===== src/rtl/flat_array_pkg.sv =====
// flat_array_pkg: flat-array layout helper, streamer FSM states and row-counter width
package flat_array_pkg;
  typedef enum logic {IDLE, EMIT} state_t;
  function automatic int elem_offset(input int r, input int c, input int rows, input int bit_width);
    return (c * rows + r) * bit_width;
  endfunction
  function automatic int cnt_w(input int rows);
    return rows > 1 ? $clog2(rows) : 1;
  endfunction
endpackage


===== src/rtl/flat_row_slice.sv =====
// flat_row_slice: combinational pick of one COLS-element row out of a flat column-major array word
module flat_row_slice
  import flat_array_pkg::*;
#(
  parameter int BIT_WIDTH = 4,
  parameter int ROWS = 8,
  parameter int COLS = 8,
  parameter int IW = cnt_w(ROWS)
) (
  input  logic [ROWS*COLS*BIT_WIDTH-1:0] data,
  input  logic [IW-1:0]                  idx,
  output logic [BIT_WIDTH-1:0]           row [COLS-1:0]
);
  logic [BIT_WIDTH-1:0] grid [ROWS-1:0][COLS-1:0];
  for (genvar r = 0; r < ROWS; r++) begin : g_r
    for (genvar c = 0; c < COLS; c++) begin : g_c
      assign grid[r][c] = data[elem_offset(r, c, ROWS, BIT_WIDTH) +: BIT_WIDTH];
    end
  end
  // Row mux; an out-of-range index falls back to row 0
  always_comb begin
    row = grid[0];
    for (int r = 1; r < ROWS; r++) row = idx == IW'(r) ? grid[r] : row;
  end
endmodule


===== src/rtl/flat_to_array_row_streamer.sv =====
// flat_to_array_row_streamer: accepts a flat ROWS x COLS word, streams it one row per beat (optional m_array via FLAT_UNPACK_FULL_ARRAY_OUT_EN)
module flat_to_array_row_streamer
  import flat_array_pkg::*;
#(
  parameter int BIT_WIDTH = 4,
  parameter int ROWS = 8,
  parameter int COLS = 8,
  localparam int IW = cnt_w(ROWS),
  localparam int W = ROWS * COLS * BIT_WIDTH
) (
  input  logic                 clk,
  input  logic                 rst_n,
  input  logic                 s_valid,
  output logic                 s_ready,
  input  logic [W-1:0]         s_data,
  output logic                 m_valid,
  input  logic                 m_ready,
  output logic [BIT_WIDTH-1:0] m_row [COLS-1:0],
  output logic [IW-1:0]        m_row_idx,
  output logic                 m_last
`ifdef FLAT_UNPACK_FULL_ARRAY_OUT_EN
  , output logic [BIT_WIDTH-1:0] m_array [ROWS-1:0][COLS-1:0]
`endif
);
  state_t state, state_nx;
  logic [W-1:0] hold;
  logic [IW-1:0] idx;
  logic take, beat;
  assign m_valid = state == EMIT;
  assign m_last = m_valid && idx == IW'(ROWS - 1);
  assign s_ready = rst_n && (state == IDLE || (m_valid && m_ready && m_last));
  assign take = s_valid && s_ready;
  assign beat = m_valid && m_ready;
  assign m_row_idx = idx;
  // A capture always lands in EMIT; the last beat without a new word returns to IDLE
  always_comb begin
    state_nx = take ? EMIT : (beat && m_last) ? IDLE : state;
  end
  // State register
  always_ff @(posedge clk or negedge rst_n) begin
    if (!rst_n) state <= IDLE;
    else state <= state_nx;
  end
  // Holding register and row counter; counter wraps only through a capture or the return to IDLE
  always_ff @(posedge clk or negedge rst_n) begin
    if (!rst_n) begin
      hold <= '0;
      idx <= '0;
    end else if (take) begin
      hold <= s_data;
      idx <= '0;
    end else if (beat) begin
      idx <= m_last ? '0 : idx + 1'b1;
    end
  end
  flat_row_slice #(.BIT_WIDTH(BIT_WIDTH), .ROWS(ROWS), .COLS(COLS), .IW(IW)) u_row (
    .data(hold),
    .idx (idx),
    .row (m_row)
  );
`ifdef FLAT_UNPACK_FULL_ARRAY_OUT_EN
  for (genvar r = 0; r < ROWS; r++) begin : g_arr
    flat_row_slice #(.BIT_WIDTH(BIT_WIDTH), .ROWS(ROWS), .COLS(COLS), .IW(IW)) u_slice (
      .data(hold),
      .idx (IW'(r)),
      .row (m_array[r])
    );
  end
`endif
endmodule


===== config.mk =====
export PLATFORM = sky130hd
export DESIGN_NAME = flat_to_array_row_streamer
export DESIGN_NICKNAME = d
export VERILOG_FILES = /design/src/rtl/flat_array_pkg.sv /design/src/rtl/flat_row_slice.sv /design/src/rtl/flat_to_array_row_streamer.sv
export SDC_FILE = /design/constraint.sdc
export NUM_CORES = 1
export LEC_CHECK = 0
export BUFFER_PORTS_ARGS = -buffer_cell sky130_fd_sc_hd__buf_2
export CAP_MARGIN = 20
export CORE_UTILIZATION = 50
export CTS_CLUSTER_SIZE = 30
export DETAILED_ROUTE_END_ITERATION = 12
export GPL_TIMING_DRIVEN = 0
export PLACE_DENSITY_LB_ADDON = 0.08
export SETUP_SLACK_MARGIN = 0.4
export SLEW_MARGIN = 20
export SYNTH_ARGS = -nofsm -noshare
export SYNTH_HDL_FRONTEND = slang
export SYNTH_SLANG_ARGS = --single-unit

===== constraint.sdc =====
create_clock -name clk -period 2.2 [get_ports clk]
set_input_delay 0.44 -clock clk [delete_from_list [all_inputs] [get_ports clk]]
set_output_delay 0.44 -clock clk [all_outputs]
set_load 0.1 [all_outputs]

-- Yosys cells after proc, flatten, opt, wreduce, memory -nomap -nowiden
Index checks and enable logic that the tools add are counted.
- bits of input ports: 260
- register bits: 260
- output and inout port bits: 38
- logic and storage cells: 32
- muxes and demuxes: 12
- reduce and logical (&&, ||, !) cells: 8
- add/sub/neg operators: 1
- bitwise gates (word level): 1
- eq/ne operators: 7
- operator list (cell ; number):
    $mux W32 ; 7
    $eq A3 B3 Y1 const B ; 4
    $mux W3 ; 3
    $eq A3 B2 Y1 const B ; 2
    $logic_and A1 B1 Y1 ; 5
    $reduce_bool A2 Y1 ; 2
    $add A3 B1 Y3 const B ; 1
    $eq A3 B1 Y1 const B ; 1
    $mux W1 ; 2
    $logic_or A1 B1 Y1 ; 1
    $not A1 Y1 ; 1

-- Logic depth before layout (Yosys ltp)
- depth in word-level cells: 8
- mapped depth: 10
- gate-level depth less buffers: 5

-- By module
A second synthesis with hierarchy kept.
- cells, all modules: 810
- area total of the unflattened synthesis: 11954.0 um^2
- modules (own cells, without submodules) (module ; area an instance (um^2) ; cells each ; sequential area each (um^2) ; times used):
    flat_to_array_row_streamer ; 9703.1 ; 563 ; 6506.2 ; 1
    flat_row_slice ; 2250.9 ; 247 ; 0.0 ; 1

-- Worst setup path before layout
Ideal clock, no wire load.
- path type: register to output
- start: register idx[2], in the netlist m_row_idx[2]
- end: output m_row[10] (netlist bit)
- data required time: 1.760 ns
- path buffers: 5
- stages on the path, launching flop included: 11
- data arrival time: 5.550 ns
- path slack: -3.790 ns
- cell sequence: dfrtp_1 > buf_4 > clkbuf_1 > clkbuf_1 > inv_1 > ha_1 > buf_2 > clkbuf_1 > nand2b_1 > mux2i_1 > o41ai_1
- RTL lines (element ; RTL line ; source):
    start: declaration ; flat_to_array_row_streamer.sv:27 ; logic [IW-1:0] idx;
    start signal: assignment ; flat_to_array_row_streamer.sv:53 ; idx <= m_last ? '0 : idx + 1'b1;
    end: declaration ; flat_to_array_row_streamer.sv:18 ; output logic [BIT_WIDTH-1:0] m_row [COLS-1:0],

==> impl_metrics.csv <==
group,metric,value,unit
power_and_ir_drop,p_per_area,1850,nW/µm²
finish,layout.nets,1706,
critical_path,critPathKind,"reg -> out",
power_and_ir_drop,ir_drop,2.28,mV
finish,fillers,1617,
logic_synthesis,ys_warn_count,0,
floorplan,die_area,28100,µm²
clock_tree,htreeDepth,1,
placed_design,dpl_cell_area,16700,µm²
logic_synthesis,syn_area,13700,µm²
floorplan,core,27000,µm²
timing,rsz0062_at_grt,"yes",
logic_synthesis,synth_top_area_share,47.5,%
finish,fin_area,20900,µm²
clock_tree,numCtsBuffers,30,
placed_design,dp_hpwl,28200,µm
floorplan,fp.dieH,168,µm
logic_synthesis,ys_ff_latch,260,
worst_hold_path,hold_path.class,"in -> async",
routing,ant_nets,0,
critical_path,path_cells,"buf_8 > clkbuf_16 > clkbuf_16 > clkinv_4 > ha_4 > buf_12 > buf_12 > clkbuf_16 > a211oi_4 > o41ai_4 > buf_6",
clock_tree,cts_tree,"built",
grt,track_usage,32.4,%
timing,finalHoldViolCount,50,
clock_tree,cts_buffer_depth,3,
grt,overflow,0,
finish,layout.cells.most_common,"buf_2",
grt,antenna_found_initial,10,
job,cap_viol_max_count,0,
logic_synthesis,yosys.area.top_type,"dfrtp_1",
routing,totalWireLength,45300,µm
clock_tree,clk_latency,0.56,ns
clock_tree,cts.reportedPaths.clkPinSlew,0.06,ns
critical_path,worst_path_max_delay_cell,"dfrtp_4",
critical_path,crit_path_max_incr_delay,0.48,ns
logic_synthesis,synth_area_per_cell,13.4,µm²
timing,fin_skew,0.0122,ns
routing,drtIter0Drc,664,
timing,fin_crit_sh,149,%
grt,grt_start_max_net_pins,63,
grt,grt_pass1_wl,68900,µm
clock_tree,clockRootBuffer,"clkbuf_16",
timing,tightest_slew,0.724,ns
logic_synthesis,yosysSeqAreaShare,47.5,%
finish,layout-drive-gt1-share,64.8,%
timing,maxSlewViolCount,0,
finish,syn2layout_area_growth,52.4,%
placed_design,gp_congestion,0.808,
floorplan,num_io_pins,298,
timing,fin_ws,-1.07,ns
logic_synthesis,synth_area_leaders,"dfrtp_1, mux2_4, mux2_2",
outcome,status,"finished, violations left",
placed_design,io_buffers,297,
power_and_ir_drop,total_leakage_power,9.45,nW
logic_synthesis,syn_nets,1289,
floorplan,row_count,60,
floorplan,die_w,168,µm
logic_synthesis,syn_inst,1023,
critical_path,arrival,2.83,ns
critical_path,crit_top_cell,"clkbuf_16",
timing,hold_slack,-0.198,ns
critical_path,cp-end-kind,"output pin",
timing,min_period,3.27,ns
routing,vias_per_cell,5.73,
outcome,failed_checks,"hold timing, setup timing",
routing,vias,10392,
grt,grt_pass1_vias,11286,
finish,final_cell_mix,"buf_2, dfrtp_1, mux2_4, nand2b_1, mux2_2",
timing,setup_viol,293,
critical_path,critPathRequiredTime,1.76,ns
routing,dr.pass1.iters,4,
placed_design,dp_slack,-1.46,ns
routing,route.detailed.drc,0,
clock_tree,cts_sinks,260,
floorplan,initial_core_util,50.9,%
critical_path,cp_max_fo,6,
routing,wl_per_cell,25.0,µm
timing,fmax,306,MHz
logic_synthesis,synth_cell_types,29,
critical_path,cp-start-kind,"register",
timing,slew_headroom,51.7,%
[routing by layer]
layer / wire length, µm / global-route usage (%) / vias up
li1: - / - / 4613
met1: 19300 / 42.9 / 5321
met2: 22100 / 53.6 / 380
met3: 2780 / 6.52 / 74
met4: 1190 / 9.45 / 4
met5: 23 / 0 / -
[stage by stage]
stage / power, mW / setup TNS, ns / instances / utilization [%]
finish: 38.6 / -122.75 / 1813 / 77.5
global route: 39.9 / -134.91 / 1809 / 77.5
CTS: 37.9 / -111.27 / 1795 / 76.3
detailed placement: 28.7 / -223.12 / 1664 / 62.0
global placement: 28.4 / -2310.14 / 1661 / 61.7
floorplan: 25.1 / -69.65 / 1023 / -
[power by group]
group | internal (mW) | switching, mW
Clock | 3.03 | 2.05
Combinational | 11.0 | 13.7
Sequential | 7.24 | 1.60
[path summary, 6_finish.rpt]
path / cells past startpoint / start / end / slack, ns
setup / recovery: 11 / m_row_idx[2] / m_row[7] / -1.07
hold / removal: 1 / rst_n / hold[41] / -0.20
setup reg to reg: 12 / m_row_idx[0] / hold[50] / -0.44
hold reg to reg: 1 / hold[14] / hold[14] / 0.50
max in group asynchronous: 3 / rst_n / m_row_idx[2] / 1.42
min in group clk: 2 / s_data[164] / hold[164] / 0.11
[Yosys cell counts, drive strengths merged]
master	number
o31ai	32
o21ai	32
nand2	5
mux2	256
buf	39
nor2	4
inv	3
and2	2
or3b	32
or3	1
ha	6
nand2b	97
dfrtp	260
nand3	1
or2	1
clkbuf	53
a211oi	32
o41ai	32
and3	33
and4b	32
nand4b	1
a21oi	34
mux2i	34
a21bo	1
[flip-flops by register name (all words and copies together), names as in the netlist]
| register | cells |
|---|---|
| hold | 256 |
| m_valid | 1 |
| m_row_idx | 3 |
[cell type report]
cell class              count  area [µm²]  share of cell area (%)
diodes                      8        20.0                  0.0958
plain buffers              92        1290                    6.19
clock buffers              50         947                    4.53
clock inverters             6        58.8                   0.281
inverters                   3        16.3                  0.0778
multi-input cells         668        8130                    38.9
flip-flops and latches    260        6520                    31.2
well taps                 341         427                    2.04
repair buffers            385        3480                    16.7
[cells by family (layout without fill, tap and decap cells)]
kind of cell | Yosys count | after routing | share of synthesized area [%]
other | 0 | 8 | 0
buffers and inverters | 95 | 536 | 4.13
AOI/OAI and AO/OA | 163 | 163 | 8.03
adders and majority gates | 6 | 6 | 0.548
and+or+nand+nor | 209 | 209 | 10.8
DFF | 260 | 260 | 47.5
muxes | 290 | 290 | 29.0
[worst max-delay path, delay by kind of cell, from the launching register on]
kind,cells,cell delay [ns]
buffers and inverters,8,1.19
DFF,1,0.48
adders and majority gates,1,0.14
AOI/OAI and AO/OA,2,0.44
[timing repair]
| action | CTS | global route |
|---|---|---|
| endpoints found under the hold margin | 50 | 50 |
| buffers inserted | 39 | 10 |
| cloned | 36 | 0 |
| endpoints found under the setup margin | 297 | 296 |
| gates resized for setup | 385 | 51 |
| pin swaps | 39 | 11 |
Power figures use the tool's default switching activity.
